===== config.mk =====
export PLATFORM = sky130hd
export DESIGN_NAME = alarm_sequencer
export DESIGN_NICKNAME = d
export VERILOG_FILES = /design/src/rtl/alarm_pkg.sv /design/src/rtl/posedge_detector.sv /design/src/rtl/alarm_sequencer.sv
export SDC_FILE = /design/constraint.sdc
export NUM_CORES = 1
export LEC_CHECK = 0
export CAP_MARGIN = 5
export CORE_UTILIZATION = 57
export DETAILED_ROUTE_END_ITERATION = 16
export PLACE_DENSITY = 0.85
export SETUP_SLACK_MARGIN = 0.2
export SYNTH_ARGS = -nofsm -noshare
export SYNTH_HDL_FRONTEND = slang
export SYNTH_SLANG_ARGS = --single-unit

===== constraint.sdc =====
create_clock -name clk -period 4.1 [get_ports clk]
set_clock_uncertainty 0.2 [all_clocks]
set_input_delay 0.41 -clock clk [delete_from_list [all_inputs] [get_ports clk]]
set_output_delay 0.41 -clock clk [all_outputs]
set_load 0.02 [all_outputs]

===== src/rtl/alarm_pkg.sv =====
// Shared types and constants for the alarm sequencer.
// Holds the FSM state encoding and the time-of-day limits used to validate alarm loads.
package alarm_pkg;

   localparam int unsigned HOUR_W   = 5;
   localparam int unsigned MIN_W    = 6;
   localparam int unsigned HOUR_MAX = 23;
   localparam int unsigned MIN_MAX  = 59;

   typedef enum logic [1:0] {
      DISARMED = 2'd0,
      ARMED    = 2'd1,
      RINGING  = 2'd2,
      SNOOZED  = 2'd3
   } alarm_state_t;

   function automatic logic time_valid(input logic [HOUR_W-1:0] hour,
                                       input logic [MIN_W-1:0]  minute);
      return (hour <= HOUR_W'(HOUR_MAX)) && (minute <= MIN_W'(MIN_MAX));
   endfunction

endpackage


===== src/rtl/posedge_detector.sv =====
// Registered rising-edge detector: one-cycle pulse the cycle after the input level rises.
// A held level produces a single pulse.
module posedge_detector (
   input  logic clk,
   input  logic rst,
   input  logic sig_i,
   output logic pulse_o
);

   logic prev_q;
   logic pulse_q;

   always_ff @(posedge clk or posedge rst) begin
      if (rst) begin
         prev_q  <= 1'b0;
         pulse_q <= 1'b0;
      end else begin
         prev_q  <= sig_i;
         pulse_q <= sig_i & ~prev_q;
      end
   end

   assign pulse_o = pulse_q;

endmodule


===== src/rtl/alarm_sequencer.sv =====
// Alarm sequencer: stores the alarm time, matches it on minute ticks and drives the LED alarm
// through ringing, snooze, dismiss and timeout. All outputs are registered.
module alarm_sequencer
   import alarm_pkg::*;
#(
   parameter int unsigned RING_TIME    = 500_000_000,
   parameter int unsigned RING_WIDTH   = $clog2(RING_TIME),
   parameter int unsigned SNOOZE_MIN   = 5,
   parameter int unsigned SNOOZE_WIDTH = $clog2(SNOOZE_MIN + 1),
   parameter int unsigned MAX_SNOOZE   = 3,
   parameter int unsigned CNT_WIDTH    = $clog2(MAX_SNOOZE + 1)
) (
   input  logic                 clk,
   input  logic                 rst,
   input  logic                 min_tick,
   input  logic [HOUR_W-1:0]    cur_hour,
   input  logic [MIN_W-1:0]     cur_min,
   input  logic                 set_load,
   input  logic [HOUR_W-1:0]    set_hour,
   input  logic [MIN_W-1:0]     set_min,
   input  logic                 arm,
   input  logic                 snooze_btn,
   input  logic                 dismiss_btn,
   output logic                 alarm_start,
   output logic                 ringing,
   output logic                 snoozed,
   output logic [CNT_WIDTH-1:0] snooze_cnt,
   output logic                 missed,
   output logic                 set_err,
   output logic [HOUR_W-1:0]    alarm_hour,
   output logic [MIN_W-1:0]     alarm_min
);

   localparam logic [RING_WIDTH-1:0]   RingLast   = RING_WIDTH'(RING_TIME - 1);
   localparam logic [SNOOZE_WIDTH-1:0] SnoozeLast = SNOOZE_WIDTH'(SNOOZE_MIN);
   localparam logic [CNT_WIDTH-1:0]    CntMax     = CNT_WIDTH'(MAX_SNOOZE);

   alarm_state_t             state_q, state_d;
   logic [RING_WIDTH-1:0]    ring_cnt_q, ring_cnt_d;
   logic [SNOOZE_WIDTH-1:0]  snz_min_q, snz_min_d;
   logic [CNT_WIDTH-1:0]     snooze_cnt_q, snooze_cnt_d;
   logic                     missed_q, missed_d;
   logic [HOUR_W-1:0]        alarm_hour_q, alarm_hour_d;
   logic [MIN_W-1:0]         alarm_min_q, alarm_min_d;
   logic                     alarm_start_q, alarm_start_d;
   logic                     set_err_q, set_err_d;

   logic snooze_edge;
   logic dismiss_edge;
   logic load_ok;
   logic alarm_match;
   logic can_snooze;
   logic [SNOOZE_WIDTH-1:0] snz_min_inc;

   posedge_detector u_snooze_edge (
      .clk     (clk),
      .rst     (rst),
      .sig_i   (snooze_btn),
      .pulse_o (snooze_edge)
   );

   posedge_detector u_dismiss_edge (
      .clk     (clk),
      .rst     (rst),
      .sig_i   (dismiss_btn),
      .pulse_o (dismiss_edge)
   );

   // Match uses the stored time from before any same-cycle load.
   assign alarm_match = min_tick && (cur_hour == alarm_hour_q) && (cur_min == alarm_min_q);
   assign load_ok     = set_load && time_valid(set_hour, set_min);
   assign can_snooze  = snooze_cnt_q < CntMax;
   assign snz_min_inc = snz_min_q + 1'b1;

   always_comb begin
      state_d       = state_q;
      ring_cnt_d    = '0;
      snz_min_d     = snz_min_q;
      snooze_cnt_d  = snooze_cnt_q;
      missed_d      = missed_q;
      alarm_hour_d  = alarm_hour_q;
      alarm_min_d   = alarm_min_q;
      alarm_start_d = 1'b0;
      set_err_d     = 1'b0;

      if (set_load) begin
         if (load_ok) begin
            alarm_hour_d = set_hour;
            alarm_min_d  = set_min;
         end else begin
            set_err_d = 1'b1;
         end
      end

      if (!arm) begin
         state_d      = DISARMED;
         snz_min_d    = '0;
         snooze_cnt_d = '0;
      end else begin
         unique case (state_q)
            DISARMED: begin
               state_d  = ARMED;
               missed_d = 1'b0;
            end
            ARMED: begin
               if (dismiss_edge) begin
                  missed_d = 1'b0;
               end
               if (alarm_match) begin
                  state_d       = RINGING;
                  alarm_start_d = 1'b1;
               end
            end
            RINGING: begin
               ring_cnt_d = ring_cnt_q + 1'b1;
               if (dismiss_edge) begin
                  state_d      = ARMED;
                  snooze_cnt_d = '0;
                  missed_d     = 1'b0;
               end else if ((snooze_edge || (ring_cnt_q == RingLast)) && can_snooze) begin
                  state_d      = SNOOZED;
                  snooze_cnt_d = snooze_cnt_q + 1'b1;
                  snz_min_d    = '0;
               end else if (ring_cnt_q == RingLast) begin
                  state_d      = ARMED;
                  snooze_cnt_d = '0;
                  missed_d     = 1'b1;
               end
            end
            SNOOZED: begin
               if (dismiss_edge) begin
                  state_d      = ARMED;
                  snooze_cnt_d = '0;
                  missed_d     = 1'b0;
               end else if (min_tick) begin
                  snz_min_d = snz_min_inc;
                  if (snz_min_inc == SnoozeLast) begin
                     state_d       = RINGING;
                     alarm_start_d = 1'b1;
                     snz_min_d     = '0;
                  end
               end
            end
            default: state_d = DISARMED;
         endcase

         // A new alarm time cancels the event in progress.
         if (load_ok && ((state_q == RINGING) || (state_q == SNOOZED))) begin
            state_d       = ARMED;
            snooze_cnt_d  = '0;
            snz_min_d     = '0;
            alarm_start_d = 1'b0;
         end
      end
   end

   always_ff @(posedge clk or posedge rst) begin
      if (rst) begin
         state_q       <= DISARMED;
         ring_cnt_q    <= '0;
         snz_min_q     <= '0;
         snooze_cnt_q  <= '0;
         missed_q      <= 1'b0;
         alarm_hour_q  <= '0;
         alarm_min_q   <= '0;
         alarm_start_q <= 1'b0;
         set_err_q     <= 1'b0;
      end else begin
         state_q       <= state_d;
         ring_cnt_q    <= ring_cnt_d;
         snz_min_q     <= snz_min_d;
         snooze_cnt_q  <= snooze_cnt_d;
         missed_q      <= missed_d;
         alarm_hour_q  <= alarm_hour_d;
         alarm_min_q   <= alarm_min_d;
         alarm_start_q <= alarm_start_d;
         set_err_q     <= set_err_d;
      end
   end

   assign alarm_start = alarm_start_q;
   assign ringing     = (state_q == RINGING);
   assign snoozed     = (state_q == SNOOZED);
   assign snooze_cnt  = snooze_cnt_q;
   assign missed      = missed_q;
   assign set_err     = set_err_q;
   assign alarm_hour  = alarm_hour_q;
   assign alarm_min   = alarm_min_q;

endmodule


==> metrics.csv <==
metric;value;unit
vias;2323;
grt_util_all_layers;25.3;%
drtIter0Drc;151;
grt_pass1_wl;10200;um
cts_tree;built;
rsz0062_at_grt;no;
min_period;2.62;ns
drtAntennaViolNets;0;
syn_to_final_growth;22.1;%
cts.path.max_buffers;2;
status;finished clean;
core-area;4750;um^2
drcViolationCount;0;
grt_max_degree;41;
maxCapViolations;0;
row_count;25;
tightest_slew;0.832;ns
grt_antenna_before_repair;0;
path_max_fanout;23;
die_y;72.5;um
cp.arrival;2.63;ns
synth-seq-area-share;47.7;%
crit_type;input port to register;
htree_levels;2;
fmax;381;MHz
leakage;0.00148;uW
path_clk_slew;0.10;ns
avgSynthCellArea;9.54;um^2
p_per_area;357;nW/um^2
vdd_ir_drop_max;208;uV
routed_via_density;5.68;
mostFrequentLayoutCells;dfrtp_1 (54), nand2_1 (46), clkdlybuf4s50_1 (46);
dieArea;5260;um^2
grt.overflow.total;0;
ios;47;
root_buffer;clkbuf_8;
hold_viol_final;0;
async_flop_share;100;%
setup-tns-final;0;ns
start_util;59.6;%
drv_slew;0;
drive_above_1_share;6.43;%
totalWireLength;6110;um
clk_latency;0.31;ns
syn_inst;297;
wl_per_cell;14.9;um
setup_viol;0;
drt_first_pass_iters;4;
numCtsBuffers;5;
maxSlewHeadroom;44.5;%
synth_top_flop_cell;dfrtp_1;
antenna_cells;0;
cp-end-kind;register;
synth_edf_count;0;
syn_nets;330;
final_nets;374;
period_share;64.0;%
syn-cell-area;2830;um^2
hold_buffers;0;
synth_cell_types;52;
min_path_type;register to register;
synth-seq-cells;54;
post_cts_buffers;0;
cp-start-kind;input port;
total_power;1230;uW
cp.required;4.11;ns
fin_worst_hold_slack;0.199;ns
grt_pass1_vias;2258;
dp_hpwl;4410;um
cts.sinks;54;
die_w;72.5;um
cts-resized-gates;0;
gp_congestion;0.793;
port_buffers;46;
final_common_cell;dfrtp_1;
yosys_warnings;0;
## registers in the layout (all words and copies together) (netlist names), 2 cells and up
signal	cells
snz_min_q	3
snooze_cnt	2
alarm_min	6
state_q	2
ring_cnt_q	29
alarm_hour	5
## cells in the mapped netlist (2+ instances only)
| library cell | instances | share of area (%) |
|---|---|---|
| o21ai_0 | 8 | 1.4 |
| nand4_1 | 10 | 2.2 |
| a211o_1 | 2 | 0.62 |
| nand3_1 | 17 | 3.0 |
| o21a_1 | 2 | 0.53 |
| nor2_1 | 32 | 4.2 |
| xnor2_1 | 18 | 5.6 |
| nor4_1 | 6 | 1.3 |
| xor2_1 | 17 | 5.3 |
| a21oi_1 | 6 | 1.1 |
| nand2_1 | 46 | 6.1 |
| clkbuf_1 | 10 | 1.3 |
| and3_1 | 7 | 1.5 |
| a221oi_1 | 2 | 0.62 |
| nor2b_1 | 3 | 0.66 |
| and2_1 | 2 | 0.44 |
| ha_1 | 4 | 1.8 |
| nand4_2 | 2 | 0.88 |
| inv_1 | 9 | 1.2 |
| or3_2 | 2 | 0.53 |
| mux2_1 | 3 | 1.2 |
| or4_1 | 3 | 0.79 |
| nor4b_1 | 2 | 0.62 |
| and4_1 | 3 | 0.93 |
| dfrtp_1 | 54 | 48 |
## cells by family (layout without fill, tap and decap cells)
logic type | count (synthesis) | count (layout) | synth area share, %
adder cells (fa/ha/maj) | 4 | 4 | 1.77
XOR/XNOR | 35 | 35 | 10.8
AND/OR/NAND/NOR | 149 | 149 | 27.9
multiplexers | 4 | 4 | 1.55
AO/OA/AOI/OAI | 31 | 31 | 7.55
buffers and inverters | 20 | 65 | 2.69
flip-flops | 54 | 54 | 47.7
## power by group
group	internal (uW)	switching [uW]
logic	124	139
registers	562	49.6
clock network	182	177
## critical path, stage by stage
cell and delay (ns):
clkdlybuf4s50_1 0.48, nand4_1 0.17, and3_1 0.47, a2111oi_2 0.56
a21oi_1 0.19, mux2_1 0.34
## metrics by stage
| stage | instances | setup slack (ns) | area (um^2) | util, % |
|---|---|---|---|---|
| 2_1_floorplan | 297 | 2.02 | 2830 | - |
| 3_3_place_gp | 401 | 1.29 | 3350 | 70.4 |
| 3_5_place_dp | 401 | 1.19 | 3350 | 70.4 |
| 4_1_cts | 409 | 1.52 | 3460 | 72.8 |
| 5_1_grt | 409 | 1.29 | 3460 | 72.8 |
| 6_report | 409 | 1.48 | 3460 | 72.8 |
## path summary, 6_finish.rpt
check | from | endpoint | slack [ns] | cells past startpoint
worst max register to register | state_q[1] | snooze_cnt[1] | 1.71 | 6
worst min-delay path | u_dismiss_edge.prev_q | u_dismiss_edge.pulse_o | 0.20 | 1
worst min register to register | u_dismiss_edge.prev_q | u_dismiss_edge.pulse_o | 0.20 | 1
worst max-delay path | set_min[5] | snooze_cnt[1] | 1.48 | 6
min in group asynchronous | rst | alarm_hour[0] | 0.37 | 2
max in group asynchronous | rst | ring_cnt_q[10] | 2.61 | 3
## layout make-up
class                      instances  area (um^2)
multi-input combinational        223         1410
clock buffer                       6         72.6
fill                             362         1290
sequential                        54         1350
clock inverter                     2         37.5
tap                               67         83.8
inverter                           9         33.8
timing repair buffer              48          475
## per-layer routing
layer	track usage, %	routed length [um]
met1	33.9	2780
met2	39.5	2890
met3	5.83	329
met4	10.7	106
met5	0	0
No activity file was read; power rests on OpenSTA's default activity.
